### config.mk
export PLATFORM = sky130hd
export DESIGN_NAME = serial_adder_flat
export DESIGN_NICKNAME = d
export VERILOG_FILES = /design/src/rtl/serial_adder_if.sv /design/src/rtl/serial_adder.sv /design/src/flat_wrapper.sv
export SDC_FILE = /design/constraint.sdc
export NUM_CORES = 1
export LEC_CHECK = 0
export ABC_AREA = 1
export CORE_AREA = 2 2 94 51
export DETAILED_ROUTE_END_ITERATION = 10
export DIE_AREA = 0 0 96 53
export PLACE_DENSITY = 0.76
export REMOVE_ABC_BUFFERS = 1
export SYNTH_ARGS = -nofsm -noshare
export SYNTH_HDL_FRONTEND = slang
export SYNTH_SLANG_ARGS = --single-unit
### constraint.sdc
create_clock -name clk -period 1.4 [get_ports clk]
set_input_delay 0.21 -clock clk [delete_from_list [all_inputs] [get_ports clk]]
set_output_delay 0.21 -clock clk [all_outputs]
set_load 0.03 [all_outputs]
### src/rtl/serial_adder_if.sv
`default_nettype none
// ----------------------------------------------------------------------------
// serial_adder_if : start/operand request and busy/done/result bundle
// Rev 1.0
// ----------------------------------------------------------------------------
interface serial_adder_if #(
  parameter int WIDTH = 8
);
  logic             start;
  logic [WIDTH-1:0] A;
  logic [WIDTH-1:0] B;
  logic             C_in;
  logic             busy;
  logic             done;
  logic [WIDTH-1:0] Sum;
  logic             C_out;

  modport master (output start, A, B, C_in, input busy, done, Sum, C_out);
  modport slave  (input start, A, B, C_in, output busy, done, Sum, C_out);
endinterface
`default_nettype wire

### src/rtl/serial_adder.sv
`default_nettype none
// ----------------------------------------------------------------------------
// serial_adder : LSB-first bit-serial adder around one Full_Add cell
// Rev 1.0
// ----------------------------------------------------------------------------
module Full_Add (
  input  wire logic I1,
  input  wire logic I2,
  input  wire logic C_in,
  output logic      S,
  output logic      C_out
);
  assign S     = I1 ^ I2 ^ C_in;
  assign C_out = (I1 & I2) | (C_in & (I1 ^ I2));
endmodule

module serial_adder #(
  parameter int WIDTH = 8
) (
  input  wire logic     clk,
  input  wire logic     rst_n,
  serial_adder_if.slave bus
);
  localparam int            CW     = (WIDTH > 1) ? $clog2(WIDTH) : 1;
  localparam logic [CW-1:0] C_LAST = CW'(WIDTH - 1);

  typedef enum logic [1:0] {
    S_IDLE = 2'd0,
    S_RUN  = 2'd1,
    S_DONE = 2'd2
  } state_t;

  state_t           r_state;
  state_t           w_state_nxt;
  logic             w_load;
  logic             w_last;
  logic [WIDTH-1:0] r_a_sr;
  logic [WIDTH-1:0] r_b_sr;
  logic [WIDTH-1:0] r_s_sr;
  logic [WIDTH-1:0] w_s_nxt;
  logic [WIDTH-1:0] r_sum;
  logic             r_cy;
  logic             r_cout;
  logic [CW-1:0]    r_cnt;
  logic             w_s;
  logic             w_c;

  Full_Add u_fa (
    .I1    (r_a_sr[0]),
    .I2    (r_b_sr[0]),
    .C_in  (r_cy),
    .S     (w_s),
    .C_out (w_c)
  );

  assign w_last  = (r_cnt == C_LAST);
  assign w_s_nxt = {w_s, (WIDTH-1)'(r_s_sr >> 1)};

  always_ff @(posedge clk or negedge rst_n) begin
    if (!rst_n) begin
      r_state <= S_IDLE;
    end else begin
      r_state <= w_state_nxt;
    end
  end

  always_comb begin
    w_state_nxt = r_state;
    w_load      = 1'b0;
    case (r_state)
      S_IDLE: begin
        if (bus.start) begin
          w_load      = 1'b1;
          w_state_nxt = S_RUN;
        end
      end
      S_RUN: begin
        if (w_last) begin
          w_state_nxt = S_DONE;
        end
      end
      S_DONE: begin
        // A start seen in the single DONE cycle chains straight into RUN.
        if (bus.start) begin
          w_load      = 1'b1;
          w_state_nxt = S_RUN;
        end else begin
          w_state_nxt = S_IDLE;
        end
      end
      default: w_state_nxt = S_IDLE;
    endcase
  end

  always_ff @(posedge clk or negedge rst_n) begin
    if (!rst_n) begin
      r_a_sr <= '0;
      r_b_sr <= '0;
      r_s_sr <= '0;
      r_cy   <= 1'b0;
      r_cnt  <= '0;
      r_sum  <= '0;
      r_cout <= 1'b0;
    end else if (w_load) begin
      r_a_sr <= bus.A;
      r_b_sr <= bus.B;
      r_cy   <= bus.C_in;
      r_cnt  <= '0;
    end else if (r_state == S_RUN) begin
      r_a_sr <= r_a_sr >> 1;
      r_b_sr <= r_b_sr >> 1;
      r_s_sr <= w_s_nxt;
      r_cy   <= w_c;
      r_cnt  <= r_cnt + CW'(1);
      if (w_last) begin
        r_sum  <= w_s_nxt;
        r_cout <= w_c;
      end
    end
  end

  assign bus.busy  = (r_state == S_RUN);
  assign bus.done  = (r_state == S_DONE);
  assign bus.Sum   = r_sum;
  assign bus.C_out = r_cout;
endmodule
`default_nettype wire

### src/flat_wrapper.sv
// flat-port wrapper written by rule: the top's interface ports become plain ports
module serial_adder_flat 
#(
  parameter int WIDTH = 8
)
  (clk, rst_n, bus_start, bus_A, bus_B, bus_C_in, bus_busy, bus_done, bus_Sum, bus_C_out);
  serial_adder_if #(.WIDTH(WIDTH)) bus_i ();
  input  wire logic clk;
  input  wire logic rst_n;
  input wire logic [$bits(bus_i.start)-1:0] bus_start;
  input wire logic [$bits(bus_i.A)-1:0] bus_A;
  input wire logic [$bits(bus_i.B)-1:0] bus_B;
  input wire logic [$bits(bus_i.C_in)-1:0] bus_C_in;
  output wire logic [$bits(bus_i.busy)-1:0] bus_busy;
  output wire logic [$bits(bus_i.done)-1:0] bus_done;
  output wire logic [$bits(bus_i.Sum)-1:0] bus_Sum;
  output wire logic [$bits(bus_i.C_out)-1:0] bus_C_out;
  assign bus_i.start = bus_start;
  assign bus_i.A = bus_A;
  assign bus_i.B = bus_B;
  assign bus_i.C_in = bus_C_in;
  assign bus_busy = bus_i.busy;
  assign bus_done = bus_i.done;
  assign bus_Sum = bus_i.Sum;
  assign bus_C_out = bus_i.C_out;
  serial_adder #(.WIDTH(WIDTH)) u_core (.clk(clk), .rst_n(rst_n), .bus(bus_i));
endmodule
=== After elaboration in Yosys (flattened, before gate mapping) ===
Index checks and enable logic that the tools add are counted.

* Output and inout port bits: 11
* Input port bits: 20
* Word-level logic and storage cells: 40
* Register bits after elaboration: 39

* Muxes and demuxes: 14
* Eq/ne operators: 5
* Bitwise operators: 6
* Add/subtract/negate cells: 1
* Reduce and logical (&&, ||, !) cells: 6

{| class="wikitable"
|+ Operators with widths
! operator !! number
|-
| 8-bit 2-to-1 mux || 4
|-
| 3-bit 2-to-1 mux || 2
|-
| 2-bit one-hot mux with 3 select lines || 1
|-
| 1-bit 2-to-1 mux || 5
|-
| 2-bit 2-to-1 mux || 2
|-
| 2-bit AND reduction || 2
|-
| 3-bit by 1-bit adder with 3-bit output, second input constant || 1
|-
| 3-bit == test, second input constant || 1
|-
| 3-bit AND reduction || 1
|-
| 1-bit AND || 2
|-
| 2-bit by 1-bit == test with 1-bit output, second input constant || 1
|-
| 2-bit == test, second input constant || 1
|-
| 2-bit logical NOT || 1
|-
| 2-bit by 1-bit != test with 1-bit output, second input constant || 1
|-
| 2-bit != test, second input constant || 1
|-
| 2-bit nonzero test || 1
|-
| 2-bit OR reduction || 1
|-
| 1-bit XOR || 2
|-
| 1-bit NOT || 1
|-
| 1-bit OR || 1
|}

=== Logic depth before layout (Yosys ltp) ===
* Depth in word-level cells: 5
* Gate-level depth with buffers: 8
* Depth with buffers taken out: 6

=== Modules after synthesis ===
A second synthesis with hierarchy kept.

* Cells, all modules: 220
* Area, all modules: 1825.5 um^2

{| class="wikitable"
|+ By module, submodules not included
! module !! instances !! seq. area each (um^2) !! area an instance (um^2) !! cells an instance
|-
| serial_adder || 1 || 950.9 || 1805.5 || 219
|-
| Full_Add || 1 || 0.0 || 20.0 || 1
|}

=== Worst setup path before layout ===
Ideal clock, no wire load.

* Path type: flip-flop to output port
* Start point: register u_core.r_state[1]
* End point: output bus_done
* Buffers on the path: 1
* Arrival time: 1104 ps
* Data required time: 1190 ps
* Setup slack: 86 ps
* Stages on the path, launching flop included: 4
* Path through: dfrtp_1 -> inv_4 -> buf_6 -> nor2_1

* Cells in the longest elaborated chain, start to end: 1

{| class="wikitable"
|+ RTL lines
! item !! line !! text
|-
| start, declared || serial_adder.sv:33 || <nowiki>state_t r_state;</nowiki>
|-
| start signal, assigned || serial_adder.sv:63 || <nowiki>r_state <= w_state_nxt;</nowiki>
|-
| 2-bit == test || serial_adder.sv:123 || <nowiki>assign bus.done = (r_state == S_DONE);</nowiki>
|-
| end, declared || flat_wrapper.sv:15 || <nowiki>output wire logic [$bits(bus_i.done)-1:0] bus_done;</nowiki>
|}

Every way passes these cells.

=== Final worst setup path ===
* Start point: register u_core.r_state[0]
* End point: output bus_busy

* Cells in the longest elaborated chain, start to end: 1

{| class="wikitable"
|+ RTL lines
! item !! line !! text
|-
| 2-bit by 1-bit == test with 1-bit output || serial_adder.sv:122 || <nowiki>assign bus.busy = (r_state == S_RUN);</nowiki>
|-
| end, declared || flat_wrapper.sv:14 || <nowiki>output wire logic [$bits(bus_i.busy)-1:0] bus_busy;</nowiki>
|}

Every way passes these cells.

==> results.toml <==
[critical_path]
critPathLaunchType = "flip-flop"
worstPathRequired_ns = 1.19
cp.arrival_ns = 1.15
path_max_fanout = 4
crit_chain = "buf_6 > inv_6 > nor2_8 > buf_6"
critPathSlowestCell = "dfrtp_2"
rr_worst_depth = 7
path_common_cell = "buf_6"
cp_slowest_stage_delay_ns = 0.46
critPathKind = "reg2out"
crit_path_end_kind = "output port"

[floorplan]
rows = 17
start_util = 0.4313
die_w_um = 96
pin_count = 31
fp.dieArea_sq_mm = 0.005088
die-height_um = 53
core-area_sq_mm = 0.004233

[timing]
setup_viol = 0
fin_skew_ns = 0.008864
relSlewSlack = 0.7985
fin_ws_ns = 0.04147
rsz0062_at_grt = "false"
timing.fmax_mhz = 736.1
fin_crit_ns = 1.359
worst_pin_slew_ns = 0.3034
final_hold_viol_count = 0
fin_crit_sh = 0.9704
drv_slew = 0

[logic_synthesis]
ys_seq_area_frac = 0.5209
synth_seq_cells = 38
avgSynthCellArea_sq_um = 8.530
yosysWarnings = 0
syn_inst = 214
ys_types = 21
syn-cell-area_sq_mm = 0.001826

[clocking]
numCtsBuffers = 5
clk_pin_slew_ns = 0.08
clock_sinks = 38
root_buffer = "clkbuf_8"
clock_path_buffers = 2
cts_tree = "built"
h-tree-depth = 2
insertion_delay_ns = 0.30

[pwr]
ir_drop_uv = 752.7
p_leak_nw = 1.284
p_per_area_mw_per_mm2 = 2379

[finish]
fin_cells = 316
antenna_cells = 0
layout_common_cells = "nand2_1, dfrtp_1, inv_1"
areaGrowthSynthToFinish_pct = 34.34
fillers = 379
final_layout_size_suffix_gt1_frac = 0.1815
final_common_cell = "nand2_1"
fin_nets = 281

[place]
place_ws_ns = 0.004877
dp_hpwl_mm = 2.445
dp_cells = 299
gp_congestion = 0.7803
io_buffer_count = 30

[run_status]
run_status = "finished, final reports clean"

[route]
via_count = 1439
remaining_drc_errors = 0
ant_nets = 0
drt_pass1_iterations = 4
totalWireLength_mm = 3.727
routed_via_density = 4.554
wl_per_cell_um = 11.79
drtIter0Drc = 56

[grt]
grt_max_degree = 39
grt_pass1_vias = 1263
track_usage = 0.1666
antenna_found_initial = 0
overflow = 0
grt_pass1_wl_mm = 6.030

[job]
maxCapViolCount = 0

[worst_hold_path]
hold_class = "in2async"
## cell type report
cell class                 instances  area [sq um]  share of cell area
sequential                        38         953.4              0.3888
multi-input combinational        139         705.7              0.2878
timing repair buffer              45         455.4              0.1857
inverter                          29         123.9             0.05051
clock buffer                       6         82.58             0.03367
tap                               57         71.32             0.02908
clock inverter                     2         60.06             0.02449
## layer usage
| metal | global-route usage | vias up | wire (um) |
|---|---|---|---|
| met5 | 0 | - | 0 |
| met4 | 0.07857 | 0 | 67 |
| met3 | 0.05271 | 6 | 160 |
| met2 | 0.2407 | 27 | 1615 |
| met1 | 0.2273 | 666 | 1884 |
| li1 | - | 740 | - |
## sequential cells by signal, summed over array words and instances (netlist names)
name,cells
u_core.r_s_sr,7
u_core.r_state,2
u_core.r_a_sr,8
u_core.bus.Sum,8
u_core.r_b_sr,8
u_core.r_cnt,3
u_core.bus.C_out,1
u_core.r_cy,1
## per-stage QoR
step,total power [mW],cell area (sq um),hold slack [ns],setup TNS (ns),utilization
after floorplan,3.561,1754,-0.08559,-0.5842,-
after global placement,4.316,2186,0.1913,0,0.5164
after detailed placement,4.409,2186,0.1891,0,0.5164
after CTS,5.681,2387,0.4125,0,0.5640
after global routing,6.276,2452,0.4129,0,0.5794
final,5.834,2452,0.4092,0,0.5794
## synthesized netlist by cell type
master,instances,area [sq um]
nand3_1,15,75.07
o21ai_0,12,60.06
nand2_2,3,18.77
o21ai_2,7,61.31
fa_1,1,20.02
nor2_8,1,20.02
nor2_2,1,6.260
dfrtp_1,38,950.9
nor2_1,12,45.04
ha_1,2,25.02
nand2_8,1,20.02
buf_2,3,15.01
a21oi_1,1,5.000
inv_1,26,97.59
nand2_1,80,300.3
buf_8,1,15.01
inv_4,3,18.77
buf_4,1,7.510
nand2_4,2,22.52
nand3b_1,1,7.510
buf_6,3,33.78
## kinds of logic (layout without fill, tap and decap cells)
kind of cell | Yosys count | after routing | share of synthesized area
adder cells (fa/ha/maj) | 3 | 3 | 0.02467
AND/OR/NAND/NOR | 116 | 116 | 0.2824
buffers and inverters | 37 | 82 | 0.1028
flip-flops | 38 | 38 | 0.5209
AO/OA/AOI/OAI | 20 | 20 | 0.06922
## what timing repair did
action / in CTS / in global routing
gates resized for setup: 17 / 7
setup endpoints to repair: 11 / 5
gates cloned: 0 / 0
hold endpoints to repair: 38 / 0
setup buffers: 5 / 3
pin swaps: 1 / 3
hold buffers: 1 / 0
## report_power, final
group,leakage [nW],switching (mW),internal [mW]
Clock,0.0714,0.402,0.760
Combinational,0.743,1.60,1.13
Sequential,0.469,0.320,1.62
## critical path: cells and delay by family, from the launching register on
kind | cells | cell delay [ns]
simple gates | 1 | 0.04
flops | 1 | 0.46
buf+inv | 3 | 0.35
## final timing paths
path                                               startpoint                            end  slack [ns]
worst max-delay path            u_core.r_state[0]$_DFFE_PN0P_                       bus_busy        0.04
worst min-delay path                                    rst_n   u_core.r_b_sr[2]$_DFFE_PN0P_        0.41
worst max register to register  u_core.r_state[0]$_DFFE_PN0P_   u_core.r_b_sr[0]$_DFFE_PN0P_        0.09
worst min register to register   u_core.r_s_sr[1]$_DFFE_PN0P_  u_core.bus.Sum[0]$_DFFE_PN0P_        0.47
max in group asynchronous                               rst_n  u_core.r_state[1]$_DFFE_PN0P_        0.78
min in group clk                                     bus_A[7]   u_core.r_a_sr[7]$_DFFE_PN0P_        0.44
Power figures use the tool's default switching activity.
